**config.mk**
```make
export PLATFORM = sky130hd
export DESIGN_NAME = node_injector
export DESIGN_NICKNAME = d
export VERILOG_FILES = /design/src/rtl/node_injector_pkg.sv /design/src/rtl/inj_req_fifo.sv /design/src/rtl/node_injector.sv
export SDC_FILE = /design/constraint.sdc
export NUM_CORES = 1
export LEC_CHECK = 0
export BUFFER_PORTS_ARGS = -buffer_cell sky130_fd_sc_hd__buf_2
export CAP_MARGIN = 20
export CORE_ASPECT_RATIO = 1.4
export CORE_MARGIN = 5
export CORE_UTILIZATION = 40
export DETAILED_ROUTE_END_ITERATION = 10
export PLACE_DENSITY = 0.67
export SLEW_MARGIN = 20
export SYNTH_ARGS = -nofsm -noshare
export SYNTH_HDL_FRONTEND = slang
export SYNTH_SLANG_ARGS = --single-unit
```
**constraint.sdc**
```tcl
create_clock -name clk -period 8.05 [get_ports clk]
set_clock_uncertainty 0.05 [all_clocks]
set_input_delay 1.61 -clock clk [delete_from_list [all_inputs] [get_ports clk]]
set_output_delay 1.61 -clock clk [all_outputs]
set_load 0.01 [all_outputs]
```
**src/rtl/node_injector_pkg.sv**
```systemverilog
// node_injector_pkg: packet layout, port-mask indices and injector FSM states
package node_injector_pkg;
  localparam int PayloadWidth   = 32;
  localparam int OpWidth        = 4;
  localparam int AlgWidth       = 2;
  localparam int TagWidth       = 8;
  localparam int CtxWidth       = 8;
  localparam int RankWidth      = 9;
  localparam int CoordWidth     = 9;
  localparam int PayloadPos     = 0;
  localparam int OpPos          = PayloadPos + PayloadWidth;
  localparam int AlgPos         = OpPos + OpWidth;
  localparam int TagPos         = AlgPos + AlgWidth;
  localparam int CtxPos         = TagPos + TagWidth;
  localparam int RankPos        = CtxPos + CtxWidth;
  localparam int SrcPos         = RankPos + RankWidth;
  localparam int DstPos         = SrcPos + CoordWidth;
  localparam int ValidBitPos    = DstPos + CoordWidth;
  localparam int FlitWidth      = ValidBitPos + 1;
  localparam int ChildrenPos    = FlitWidth;
  localparam int ChildrenWidth  = 2;
  localparam int FlitChildWidth = FlitWidth + ChildrenWidth;
  localparam int DirXpos = 0;
  localparam int DirYpos = 1;
  localparam int DirXneg = 2;
  localparam int DirYneg = 3;
  typedef enum logic [1:0] {IDLE, ISSUE, GAP} inj_state_t;
endpackage

```
**src/rtl/inj_req_fifo.sv**
```systemverilog
// inj_req_fifo: synchronous request FIFO with occupancy count
module inj_req_fifo #(
  parameter int W = 8,
  parameter int DEPTH = 4,
  localparam int Aw = $clog2(DEPTH),
  localparam int Cw = Aw + 1
) (
  input  logic          clk,
  input  logic          rst,
  input  logic          push,
  input  logic          pop,
  input  logic [W-1:0]  din,
  output logic [W-1:0]  dout,
  output logic [Cw-1:0] count
);
  logic [W-1:0] mem [DEPTH];
  logic [Aw-1:0] wr, rd;
  assign dout = mem[rd];
  // storage array, no reset needed since count gates every read
  always_ff @(posedge clk)
    if (push) mem[wr] <= din;
  // pointers and occupancy
  always_ff @(posedge clk)
    if (rst) begin
      wr <= '0;
      rd <= '0;
      count <= '0;
    end else begin
      wr <= wr + Aw'(push);
      rd <= rd + Aw'(pop);
      count <= count + Cw'(push) - Cw'(pop);
    end
endmodule

```
**src/rtl/node_injector.sv**
```systemverilog
// node_injector: buffers host requests and issues them as rate-limited flit pulses to the router
module node_injector #(
  parameter logic [2:0] cur_x = 3'd0,
  parameter logic [2:0] cur_y = 3'd0,
  parameter logic [2:0] cur_z = 3'd0,
  parameter int lg_numprocs = 2,
  parameter int PayloadWidth = 32,
  parameter int FIFO_DEPTH = 4,
  parameter int INJECT_GAP = 1,
  localparam int Fcw = PayloadWidth + 50 + lg_numprocs,
  localparam int Cw = $clog2(FIFO_DEPTH) + 1
) (
  input  logic                    clk,
  input  logic                    rst,
  input  logic                    req_valid,
  output logic                    req_ready,
  input  logic                    req_kind,
  input  logic [PayloadWidth-1:0] req_payload,
  input  logic [3:0]              req_op,
  input  logic [1:0]              req_alg,
  input  logic [7:0]              req_tag,
  input  logic [7:0]              req_ctx,
  input  logic [8:0]              req_rank,
  input  logic [8:0]              req_dst,
  input  logic [3:0]              req_dir_mask,
  input  logic [lg_numprocs-1:0]  req_children,
  output logic [Fcw-1:0]          inject_xpos,
  output logic [Fcw-1:0]          inject_ypos,
  output logic [Fcw-1:0]          inject_xneg,
  output logic [Fcw-1:0]          inject_yneg,
  output logic [Fcw-1:0]          reduce_me,
  output logic [Cw-1:0]           pending,
  output logic [15:0]             sent_count,
  output logic [15:0]             drop_count
);
  import node_injector_pkg::*;
  logic [Fcw-1:0] flit_in, flit;
  logic [Fcw+4:0] head;
  logic kind, pop, load, drop;
  logic [3:0] mask, gap_cnt;
  inj_state_t state, state_nx;
  assign flit_in = {req_children, 1'b1, req_dst, cur_z, cur_y, cur_x, req_rank, req_ctx, req_tag,
                    req_alg, req_op, req_payload};
  assign req_ready = !rst && pending < Cw'(FIFO_DEPTH);
  assign {kind, mask, flit} = head;
  assign drop = !kind && mask == 4'd0;
  inj_req_fifo #(.W(Fcw + 5), .DEPTH(FIFO_DEPTH)) u_fifo (
    .clk(clk), .rst(rst), .push(req_valid && req_ready), .pop(pop),
    .din({req_kind, req_dir_mask, flit_in}), .dout(head), .count(pending)
  );
  // pop whenever the spacing window has elapsed; the last gap cycle pops directly to keep 1+gap spacing
  always_comb begin
    pop = pending != '0 && (state == IDLE || (state == ISSUE && INJECT_GAP == 0) ||
                            (state == GAP && gap_cnt == 4'd0));
    load = pop && !drop;
    state_nx = load ? ISSUE :
               state == ISSUE ? (INJECT_GAP == 0 ? IDLE : GAP) :
               (state == GAP && gap_cnt == 4'd0) ? IDLE : state;
  end
  // state register and gap countdown
  always_ff @(posedge clk)
    if (rst) begin
      state <= IDLE;
      gap_cnt <= '0;
    end else begin
      state <= state_nx;
      gap_cnt <= state == ISSUE ? 4'(INJECT_GAP - 1) : gap_cnt - 4'(state == GAP);
    end
  // one-cycle flit pulses and saturating statistics
  always_ff @(posedge clk)
    if (rst) begin
      inject_xpos <= '0;
      inject_ypos <= '0;
      inject_xneg <= '0;
      inject_yneg <= '0;
      reduce_me <= '0;
      sent_count <= '0;
      drop_count <= '0;
    end else begin
      inject_xpos <= load && !kind && mask[DirXpos] ? flit : '0;
      inject_ypos <= load && !kind && mask[DirYpos] ? flit : '0;
      inject_xneg <= load && !kind && mask[DirXneg] ? flit : '0;
      inject_yneg <= load && !kind && mask[DirYneg] ? flit : '0;
      reduce_me <= load && kind ? flit : '0;
      sent_count <= sent_count + 16'(load && sent_count != 16'hFFFF);
      drop_count <= drop_count + 16'(pop && drop && drop_count != 16'hFFFF);
    end
endmodule
```
==> results list, run 1 <==
- Global-route congestion overflow total: 0
- Class of the most critical setup path: reg -> reg
- Buffers placed on the I/O ports in this run total 492.
* Number of enable-type register cells in the synthesized netlist: 316
- The number of gates resized after CTS was 0.
- The startpoint identified for the worst hold timing path is state[1]$_SDFFE_PP0P_.
- Deepest clock path buffer count: 3
* Setup bufs post-CTS: 0
- The path class of the tightest hold or removal check is reg -> reg.
- Hold Crit Endpoint: state[0]$_SDFFE_PP0P_
* Hold slack final: 0.445 ns
- The detail route stage leaves a number of antenna-violating nets equal to 0.
- Mean area per synthesized cell: 16.0 um^2
- Max-slew headroom at the worst pin: 44.8%
* Later-pin clock latency in the skew report: 0.59 ns
- Largest stage delay on the critical path: 0.65 ns
- Post-layout net count: 2087
- Counting both buffers and inverters, the worst setup path holds a total of 3.
- Endpoint of the worst register-to-register path: drop_count[14]$_SDFF_PP0_
- Layout area overhead: 22.9%
* Number of global-route vias before repair: 13992
* IR drop worst, VDD: 0.193 mV
- RSZ-0062 raised after global routing: no
- Maxcap violations: 0
* Maximum number of pins on one net before global-route repair: 80
* Count of final hold-check violations: 0
* Pleak: 12.4 nW
- Wire per inst: 19.8 um
* Primary flip-flop cell chosen by synthesis mapping: dfxtp_1
- Total power divided by cell area: 319 nW/um^2
* Post-synthesis register bit count: 736
- For the worst setup path, the data arrival time is 4.63 ns.
* Dominant cell type by area after synthesis: edfxtp_1
- Worst setup EP type: flip-flop
- Cell count of the worst hold path: 2
- Summed over all layers, the routed wires come to 55800 um.
- The max-slew violation total from the final report was 0.
* Endpoint required time on the critical path: 8.44 ns
- Traced cell by cell, the critical path runs through buf_4 -> buf_4 -> mux4_2 -> nor3_1 -> nand3_1 -> a21oi_1 -> ha_1 -> ha_1 -> inv_1 -> nor4_1 -> xnor2_1 -> nor2_1.
- The pre-antenna-repair detailed-routing pass consisted of 5 iterations.
- H-tree level count: 3
- Total number of placement rows: 106
- Core footprint: 59400 um^2
- TritonCTS built the clock tree.
- Maximum fanout encountered on the critical timing path: 33
- Among all cell types in the netlist, the one instantiated most often is dfxtp_1.
- The first global-routing pass estimated 84500 um of wire.
- DRC violation total after the first TritonRoute iteration: 792
- Clock-pin slew was measured on the worst setup and hold paths at 0.06 ns.
- Derived from the worst setup path, the maximum achievable clock frequency is 0.236 GHz.
- Area of the die: 64600 um^2
* Netlist Area Pre-Place: 23800 um^2
* Estimated wirelength of the detail-placed design: 37000 um
- Hold-fix buffers, CTS: 0
- Cts bufs inserted: 68
- Tmin final: 4.24 ns
* Slew at the pin closest to its max-slew limit: 0.827 ns
- Once layout is done, the placed cells without fillers occupy 29300 um^2.
- After layout, the design draws a total of 9.35 mW.
- In this run the biggest area consumer among cell types represents 39.8% of the synthesized area.
- Fraction of layout instances using a drive strength above 1: 34.9%
- Sorting the synthesized cells by how often they occur yields dfxtp_1, edfxtp_1, and2_1.
- Gr usage total: 16.9%
- The startpoint identified for the worst register-to-register timing path is u_fifo.rd[0]$_SDFF_PP0_.
- 538 I/O pins were placed.
- Overall die width: 216 um
- In the routed layout, each cell is associated on average with a via count of 4.70.
* Share of synthesized flip-flops with an asynchronous set or reset: 0%
* Ratio of final minimum period to clock period: 52.7%
- Detailed-route via count: 13237
- From bottom edge to top edge, the die measures 299 um.
* Final total negative setup slack: 0 ns
- Grouping stages by cell kind, the critical path spends the most delay in buffers and inverters.
* Worst R2R Path Depth: 12
* Total number of clock tree sinks: 736
- Main area contributors after synthesis: edfxtp_1, dfxtp_1, and2_1, mux4_2, and3_1
- Gate count of the mapped netlist: 1489
* FF-to-FF setup slack: 3.81 ns
* Clock root buffer: clkbuf_16
- YS warnings: 0
- Setup violations remaining at the end of the flow were counted as 0.
* Count of cell types in the netlist: 33
- Critical path launch point type: flip-flop
* Post-synthesis sequential area ratio: 75.1%
- Area post-placement: 26900 um^2
- For this run, design rule violations remaining after detail routing come to 0.
- For this configuration, the core starts out at a cell density of 40.1%.
* Worst-path cell with the longest stage delay: buf_4
- Number of antenna violations at the first check in global routing: 19
* Weighted congestion reported at the end of routability-driven placement: 0.800
- Run status: completed
## how the worst max path moves through the flow
stage / startpoint / endpoint / slack (ns) / cells after the start
after global placement: rst / inject_xpos[5]$_SDFF_PP0_ / 3.35 / 6
after CTS: u_fifo.rd[0]$_SDFF_PP0_ / drop_count[14]$_SDFF_PP0_ / 3.57 / 12
after detailed placement: rst / inject_xneg[3]$_SDFF_PP0_ / 3.29 / 6
after global routing: u_fifo.rd[0]$_SDFF_PP0_ / drop_count[14]$_SDFF_PP0_ / 3.25 / 12
after floorplan: rst / u_fifo.mem[1][0]$_DFFE_PP_ / -0.64 / 4
final: u_fifo.rd[0]$_SDFF_PP0_ / drop_count[14]$_SDFF_PP0_ / 3.81 / 12
## area by class of cell
| class | count | area [um^2] |
|---|---|---|
| antenna | 14 | 35.0 |
| clock buffer | 99 | 2150 |
| clock inverter | 26 | 235 |
| fill | 5014 | 30100 |
| inverter | 9 | 33.8 |
| multi-input combinational | 669 | 5410 |
| sequential | 736 | 17900 |
| tap | 756 | 946 |
| timing repair buffer | 508 | 2580 |
## registers in the layout, summed over array words and instances (netlist names)
register,flops
u_fifo.mem,316
inject_xneg,75
inject_xpos,75
inject_yneg,75
inject_ypos,75
reduce_me,75
drop_count,16
sent_count,16
gap_cnt,4
u_fifo.count,3
state,2
u_fifo.rd,2
u_fifo.wr,2
## metrics by stage
step,setup slack (ns),instances,utilization (%)
2_1_floorplan,-0.635,1533,-
3_3_place_gp,3.35,2678,45.2
3_5_place_dp,3.29,2678,45.2
4_1_cts,3.57,2803,49.3
5_1_grt,3.25,2810,49.3
6_report,3.81,2817,49.3
## per-layer routing
metal / vias to the layer above / wire (um) / GRT usage (%)
met3: 99 / 3950 / 4.80
met4: 12 / 1450 / 6.09
met1: 6546 / 21000 / 19.3
li1: 6150 / - / -
met5: - / 74 / 0
met2: 430 / 29400 / 30.3
## power breakdown
group          switching, mW  internal (mW)  total [mW]
combinational          0.985          0.660        1.64
clock                   1.36           1.94        3.30
sequential             0.157           4.24        4.40
## worst min-delay path, stage by stage (launching register included)
cell	delay, ns
dfxtp_1	0.33
nand2_1	0.06
a21oi_1	0.06
## cells by family (layout without fill, tap and decap cells)
group | after synthesis | in the layout | share of synthesized area, %
flops | 736 | 736 | 75.1
simple gates | 487 | 487 | 12.3
buf+inv | 128 | 642 | 2.99
mux | 79 | 79 | 7.47
xor+xnor | 28 | 28 | 1.03
compound gates | 17 | 17 | 0.430
fa+ha+maj | 13 | 13 | 0.714
other cells | 1 | 59 | 0.0157
## cell usage in the layout (no fill, tap or decap), types with 8 or more instances in the layout
cell and instances:
nand2_1 10, diode_2 14, buf_2 492, and2_1 300, dfxtp_1 418, conb_1 45, clkbuf_8 12, xnor2_1 11
clkbuf_1 9, nand4_1 14, buf_4 16, clkbuf_16 78, mux4_2 79, nand3_1 12, ha_1 12, and3_1 75
inv_1 9, nor2_1 41, xor2_1 17, edfxtp_1 316, a21oi_1 8, clkinv_2 9
No activity file was read; power rests on OpenSTA's default activity.
==> run 2: changes to the inputs <==
--- a/config.mk
+++ b/config.mk
@@ -5,6 +5,7 @@
 export SDC_FILE = /design/constraint.sdc
 export NUM_CORES = 1
 export LEC_CHECK = 0
+export ABC_AREA = 1
 export BUFFER_PORTS_ARGS = -buffer_cell sky130_fd_sc_hd__buf_2
 export CAP_MARGIN = 20
 export CORE_ASPECT_RATIO = 1.4
==> constraint.sdc (replaced) <==
create_clock -name clk -period 3.54 [get_ports clk]
set_clock_uncertainty 0.05 [all_clocks]
set_input_delay 0.708 -clock clk [delete_from_list [all_inputs] [get_ports clk]]
set_output_delay 0.708 -clock clk [all_outputs]
set_load 0.01 [all_outputs]
==> results list, run 2 <==
- The flow ran to the end, and the final reports show no timing, DRC or antenna violations.
- By count the netlist is led by dfxtp_1, nor2_1, edfxtp_1.
* Area post-placement: 26600 um^2 (-0.95%)
- Slew at the pin closest to its max-slew limit: 0.967 ns (+0.140 ns)
- The count of synthesis-stage warnings from yosys came to 0 (unchanged).
- FF-to-FF setup slack: 0.79 ns (-3.02 ns)
- Pleak: 12.7 nW (+2.0%)
- Tmin final: 2.75 ns (-1.49 ns)
- The worst setup path is launched from a flip-flop.
* Max-slew headroom at the worst pin: 35.5% (-9.3 points)
- The power per cell area came to 779 nW/um^2 (+140%).
* CTS tree: yes
- Dominant cell type by area after synthesis: edfxtp_1
* Ratio of final minimum period to clock period: 77.7% (+25 points)
* DRC violation total after the first TritonRoute iteration: 875 (+10%)
- The area overhead of the layout relative to synthesis is 23.1% (about the same).
* Commonest non-fill, non-tap cell in the layout: buf_2
- The residual overflow from global routing was 0 (unchanged).
- Fraction of layout instances using a drive strength above 1: 26.3% (-8.6 points)
- The count of buffers inserted at the top-level ports is 492 (unchanged).
- Max Fclk: 0.363 GHz (+54%)
- The number of global-route vias before repair came to 15723 (+12%).
* H-tree level count: 3 (unchanged)
- The initial antenna violation count was 14 (-5).
* Setup ws final: 0.788 ns (-3.02 ns)
* IR drop worst, VDD: 0.624 mV (+220%)
- The data required time of the worst path is 3.96 ns (-4.48 ns).
- The number of failing hold endpoints at the final stage is 0 (unchanged).
* Main area contributors after synthesis: edfxtp_1, dfxtp_1, nor2_1, nand2_1, a32o_1
- The largest fanout on the critical path was 16 (-52%).
* CP arrival: 3.17 ns (-1.46 ns)
- Setup Slack @ Placement: 0.821 ns (-2.47 ns)
* Reg with most FFs: u_fifo.mem
- Cell area after layout: 29000 um^2 (-1.1%)
* RSZ-0062 raised after global routing: no
* Wire length of the first global-routing pass: 88400 um (+4.6%)
- Gate count of the mapped netlist: 1895 (+27%)
- The post-synthesis cell area is 23600 um^2 (-1.2%).
- The final layout net count is 2480 (+19%).
- Gr usage total: 17.4% (+0.48 points)
* Reg clk slew, reported paths: 0.06 ns (about the same)
- The post-cts gate resize count is 0 (unchanged).
- The half-perimeter wire length after placement came to 39000 um (+5.4%).
* Total number of clock tree sinks: 736 (unchanged)
- The number of primary I/O pins came to 538 (unchanged).
- The post-synthesis sequential area ratio was 76.0% (+0.90 points).
* Hold slack final: 0.280 ns (-0.165 ns)
* Height of the die: 297 um (-0.57%)
- The number of buffers added for setup after CTS is 0 (unchanged).
- By startpoint and endpoint, the worst setup path is classified as reg -> reg.
- The number of flip-flops under the largest register name is 316 (unchanged).
- Maxcap violations: 0 (unchanged)
- Critical path's most frequent cell: nand3_1
* Number of vias per cell after detailed routing: 4.82 (+2.6%)
- Among all stages on the critical path, the largest delay is contributed by dfxtp_1.
- The number of enable flip-flop cells after synthesis is 316 (unchanged).
* Hold-fix buffers, CTS: 0 (unchanged)
- In this run the worst hold path is classified as in -> reg.
- The starting density of the core was 40.3% (+0.17 points).
- Fraction of synthesized cell area taken by the top area cell type: 40.3% (+0.48 points)
- Maximum number of pins on one net before global-route repair: 87 (+8.8%)
* DRC Markers: 0 (unchanged)
- The max-slew violation total from the final report is 0 (unchanged).
- Core footprint: 58500 um^2 (-1.6%)
* Critical-path cell list: inv_6 -> nand3_1 -> nand2_1 -> inv_2 -> nor2_2 -> nand2_4 -> nand2_1 -> a21oi_1 -> ha_1 -> nand3_1 -> nor2_1 -> nand3_1 -> inv_1 -> nand3_1 -> o21ai_0 -> nor2_1
- The async set-or-reset flop fraction in the synthesized netlist came to 0% (unchanged).
- STA classifies the critical path endpoint as a flip-flop.
- The average wire per standard cell came to 18.3 um (-7.9%).
- The number of vias in the routed layout came to 15416 (+16%).
- Mean area per synthesized cell: 12.4 um^2 (-22%)
- Setup-violating endpoint count in the final report: 0 (unchanged)
- The number of rows created at floorplan was 105 (-0.94%).
- The tree is rooted in a clkbuf_16.
* Commonest non-fill, non-tap cells in the layout: buf_2, dfxtp_1, nor2_1
- dfxtp_1 is the most common cell in the netlist.
* Cts bufs inserted: 68 (unchanged)
* Overall die width: 215 um (-0.56%)
- Antenna-violating nets left: 0 (unchanged)
- Post-synthesis register bit count: 736 (unchanged)
* Count of cell types in the netlist: 32 (-3.0%)
- Later-pin clock latency in the skew report: 0.58 ns (about the same)
- Total power after layout: 22.6 mW (+140%)
- Count of TritonRoute iterations in the first routing pass: 5 (unchanged)
- Primary flip-flop cell chosen by synthesis mapping: dfxtp_1
* Final total negative setup slack: 0 ns (unchanged)
- Routed wire length: 58400 um (+4.6%)
* Weighted congestion reported at the end of routability-driven placement: 0.857 (+7.0%)
* Deepest clock path buffer count: 3 (unchanged)
* Area of the die: 63900 um^2 (-1.1%)
- The highest cell delay on the worst timing path was 0.53 ns (-0.12 ns).
==> run 2: changes by cell type in the layout (fill, tap and decap cells not counted), sizes merged, moves of 7 or more <==
cell and change:
a21oi +88, a32o +74, and2 -300, and3 -79
buf +8, inv +47, mux4 -79, nand2 +274
nand3 +10, nor2 +372, nor2b -7, o21ai +11
xor2 -11
==> run 2: logic make-up after synthesis <==
| family | synth area share (%) |
|---|---|
| adders and majority gates | 0.723 |
| other | 0.0159 |
| AOI/OAI and AO/OA | 5.65 |
| buffers and inverters | 4.73 |
| and+or+nand+nor | 12.4 |
| DFF | 76.0 |
| xor gates and xnor gates | 0.483 |
==> run 2: routing by layer <==
metal / wire [um] / track usage (%) / up-vias
met5: 22 / 0 / -
met4: 2310 / 8.78 / 6
met3: 3700 / 3.68 / 127
met2: 30600 / 31.5 / 560
met1: 21800 / 19.3 / 7449
li1: - / - / 7274
==> run 2: path summary, 6_finish.rpt <==
path | from | endpoint | cells past startpoint
worst max-delay path | u_fifo.rd[1]$_SDFF_PP0_ | sent_count[13]$_SDFF_PP0_ | 16
worst max register to register | u_fifo.rd[1]$_SDFF_PP0_ | sent_count[13]$_SDFF_PP0_ | 16
worst min-delay path | req_payload[4] | u_fifo.mem[3][4]$_DFFE_PP_ | 1
worst min register to register | gap_cnt[3]$_SDFF_PP0_ | gap_cnt[3]$_SDFF_PP0_ | 2
==> run 2: critical path: cells and delay by family (launching register included) <==
family / cells / cell delay (ns)
AND/OR/NAND/NOR: 10 / 1.18
flip-flops: 1 / 0.53
AO/OA/AOI/OAI: 2 / 0.34
buffers and inverters: 3 / 0.33
adder cells (fa/ha/maj): 1 / 0.21
==> run 2: area by class of cell <==
type	count	area, um^2
antenna	10	25.0
sequential	736	17900
timing repair buffer	516	2760
inverter	56	220
clock inverter	26	264
fill	5054	29500
tap	749	937
multi-input combinational	1007	4810
clock buffer	99	2070
==> run 2: power breakdown <==
part | internal (mW) | total [mW] | switching (mW)
sequential | 9.78 | 10.1 | 0.308
clock | 4.33 | 7.42 | 3.09
combinational | 1.56 | 5.06 | 3.50
total | 15.7 | 22.6 | 6.90
==> run 2: per-stage QoR <==
| stage | cells | utilization, % |
|---|---|---|
| after CTS | 3189 | 49.5 |
| after detailed placement | 3064 | 45.5 |
| final | 3199 | 49.6 |
| after floorplan | 1939 | - |
| after global placement | 3064 | 45.5 |
| after global routing | 3198 | 49.6 |
==> run 3: changes to the inputs <==
--- a/config.mk
+++ b/config.mk
@@ -5,7 +5,7 @@
 export SDC_FILE = /design/constraint.sdc
 export NUM_CORES = 1
 export LEC_CHECK = 0
-export ABC_AREA = 1
+export ABC_AREA = 0
 export BUFFER_PORTS_ARGS = -buffer_cell sky130_fd_sc_hd__buf_2
 export CAP_MARGIN = 20
 export CORE_ASPECT_RATIO = 1.4
==> constraint.sdc (replaced) <==
create_clock -name clk -period 2.53 [get_ports clk]
set_clock_uncertainty 0.05 [all_clocks]
set_input_delay 0.506 -clock clk [delete_from_list [all_inputs] [get_ports clk]]
set_output_delay 0.506 -clock clk [all_outputs]
set_load 0.01 [all_outputs]
==> results list, run 3 (synthesis gave the netlist of run 1 again) <==
- Total power divided by cell area: 997 nW/um^2 (+28%)
- Deepest clock path buffer count: 3 (unchanged)
- Height of the die: 299 um (+0.58%)
- Maximum fanout encountered on the critical timing path: 7 (-9)
- Commonest non-fill, non-tap cell in the layout: buf_2
- Wire length of the first global-routing pass: 85900 um (-2.9%)
* Setup-violating endpoint count in the final report: 0 (unchanged)
- In this run the worst hold path is classified as in -> reg.
- Filler Cells Inserted: 5045 (-0.18%)
- Critical path launch point type: flip-flop
* DRC violation total after the first TritonRoute iteration: 717 (-18%)
* Final total negative setup slack: 0 ns (unchanged)
- TritonCTS built the clock tree.
* Largest stage delay on the critical path: 0.56 ns (+0.03 ns)
- H-tree level count: 3 (unchanged)
- The fraction of the cycle the final worst path needs came to 98.9% (+21 points).
- The average wire per standard cell is 19.9 um (+9.2%).
- The number of detailed-routing iterations run before antenna repair is 4 (-1).
* Gr usage total: 17.2% (-0.25 points)
- Number of antenna violations at the first check in global routing: 19 (+5)
* Area of the die: 64600 um^2 (+1.1%)
- Later-pin clock latency in the skew report: 0.59 ns (about the same)
* Worst setup EP type: flip-flop
- The detailed route wirelength on metal3 came to 3340 um (-9.8%).
- Setup repair after global routing could not meet its margin everywhere.
- After detailed routing, no signal wire sits above met5.
- The half-perimeter wire length after placement was 37500 um (-3.6%).
- The data required time of the worst path is 2.94 ns (-1.02 ns).
* Slew at the pin closest to its max-slew limit: 0.867 ns (-0.100 ns)
* Antenna-violating nets left: 0 (unchanged)
* Post-layout net count: 2121 (-14%)
- Grouping stages by cell kind, the critical path spends the most delay in simple AND/OR/NAND/NOR gates.
* Weighted congestion reported at the end of routability-driven placement: 0.788 (-8.0%)
- The post-route cell area came to 29700 um^2 (+2.6%).
* Routed wire length: 56800 um (-2.7%)
- Area post-placement: 27300 um^2 (+2.6%)
* Total number of placement rows: 106 (+0.95%)
- Traced cell by cell, the critical path runs through mux4_2 -> nor3_4 -> buf_4 -> a21bo_4 -> nor2_4 -> ha_4 -> and2_4 -> buf_6 -> nand4_1 -> xor2_1 -> nor2_1.
* Tmin final: 2.50 ns (-0.250 ns)
* Run status: completed
* CP arrival: 2.91 ns (-0.26 ns)
* Global-route congestion overflow total: 0 (unchanged)
- Quantity of I/O buffers inserted on ports: 492 (unchanged)
* DRC Markers: 0 (unchanged)
- The total CTS buffers came to 70 (+2.9%).
- Buf+Inv Stages, Crit Path: 2 (-1)
- The horizontal extent of the die came to 216 um (+0.57%).
- Commonest non-fill, non-tap cells in the layout: buf_2, dfxtp_1, edfxtp_1
* Core footprint: 59400 um^2 (+1.6%)
* Max-slew headroom at the worst pin: 42.2% (+6.7 points)
- The clock transition time at the flip-flop clock pins of the worst setup and hold paths is 0.06 ns (about the same).
* Max-slew violation total from the final report: 0 (unchanged)
* Maximum number of pins on one net before global-route repair: 77 (-11%)
- Setup ws final: 0.0287 ns (-0.760 ns)
- The max-cap check violation count was 0 (unchanged).
- IR drop worst, VDD: 0.618 mV (-1.0%)
- The number of vias in the routed layout is 13445 (-13%).
- The static leakage was 12.6 nW (-0.81%).
* Reg with most FFs: u_fifo.mem
* FF-to-FF setup slack: 0.03 ns (-0.76 ns)
* Clock root buffer: clkbuf_16
* I/O pin total: 538 (unchanged)
- The met1 routed wirelength after detailed routing came to 20800 um (-4.3%).
- The wire length on met2 is 30500 um (-0.44%).
- The maximum frequency from static timing analysis was 0.400 GHz (+10%).
- From synthesis to final layout, the design area changed by 24.8%.
* Number of vias per cell after detailed routing: 4.72 (-2.1%)
- For this design, the slowest cell found on the critical path is mux4_2.
* Class of the most critical setup path: reg -> reg
* Max FFs per register: 316 (unchanged)
- Core Util, Final: 50.1% (+0.49 points)
* Total number of clock tree sinks: 736 (unchanged)
* Fraction of layout instances using a drive strength above 1: 36.6% (+10 points)
- Effective utilization at floorplan: 40.1% (-0.17 points)
* Count of final hold-check violations: 0 (unchanged)
- Setup Slack @ Placement: -0.104 ns (-0.925 ns)
- The number of global-route vias before repair is 14500 (-7.8%).
[run 3: timing repair]
action                                  in CTS  in global routing
endpoints found under the setup margin      20                 23
setup buffers                                1                  1
gates resized for setup                     12                 20
hold buffers                                 0                  0
pin swaps                                    6                 11
[run 3: path summary, 6_finish.rpt]
kind                                               from  cells past startpoint                     endpoint
worst min register to register    state[1]$_SDFFE_PP0P_                      2        state[0]$_SDFFE_PP0P_
worst max-delay path            u_fifo.rd[0]$_SDFF_PP0_                     11    sent_count[11]$_SDFF_PP0_
worst min-delay path                         req_ctx[7]                      1  u_fifo.mem[0][53]$_DFFE_PP_
worst max register to register  u_fifo.rd[0]$_SDFF_PP0_                     11    sent_count[11]$_SDFF_PP0_
[run 3: cell type report]
cell class / count / area (um^2) / share of cell area, %
Antenna cell: 14 / 35.0 / 0.118
Clock buffer: 99 / 2030 / 6.82
Clock inverter: 28 / 215 / 0.724
Inverter: 9 / 33.8 / 0.114
Multi-Input combinational cell: 669 / 5570 / 18.7
Sequential cell: 736 / 17900 / 60.2
Tap cell: 756 / 946 / 3.18
Timing Repair Buffer: 540 / 3010 / 10.1
[run 3: worst register-to-register path, cell delays in order (launching register included)]
cell,delay (ns)
dfxtp_4,0.41
mux4_2,0.57
nor3_4,0.23
buf_4,0.14
a21bo_4,0.14
nor2_4,0.05
ha_4,0.18
and2_4,0.18
buf_6,0.11
nand4_1,0.10
xor2_1,0.17
nor2_1,0.06
[run 3: stage by stage]
stage / cells / power [mW] / hold slack (ns)
after floorplan: 1533 / 17.4 / 0.409
after global placement: 2708 / 19.6 / 0.433
after detailed placement: 2708 / 19.8 / 0.454
after CTS: 2836 / 30.0 / 0.0232
after global routing: 2850 / 31.1 / 0.0409
final: 2851 / 29.7 / 0.0768
[run 3: per-layer routing]
layer,vias to the layer above,global-route usage [%]
li1,6219,-
met1,6677,18.9
met3,134,4.26
met2,407,31.3
met5,-,0
met4,8,7.29
[run 3: power by group]
group | switching [mW] | leakage [nW] | total (mW) | internal [mW]
Combinational | 3.34 | 5.19 | 5.66 | 2.32
Clock | 4.37 | 1.11 | 10.1 | 5.75
Sequential | 0.376 | 6.27 | 13.9 | 13.5
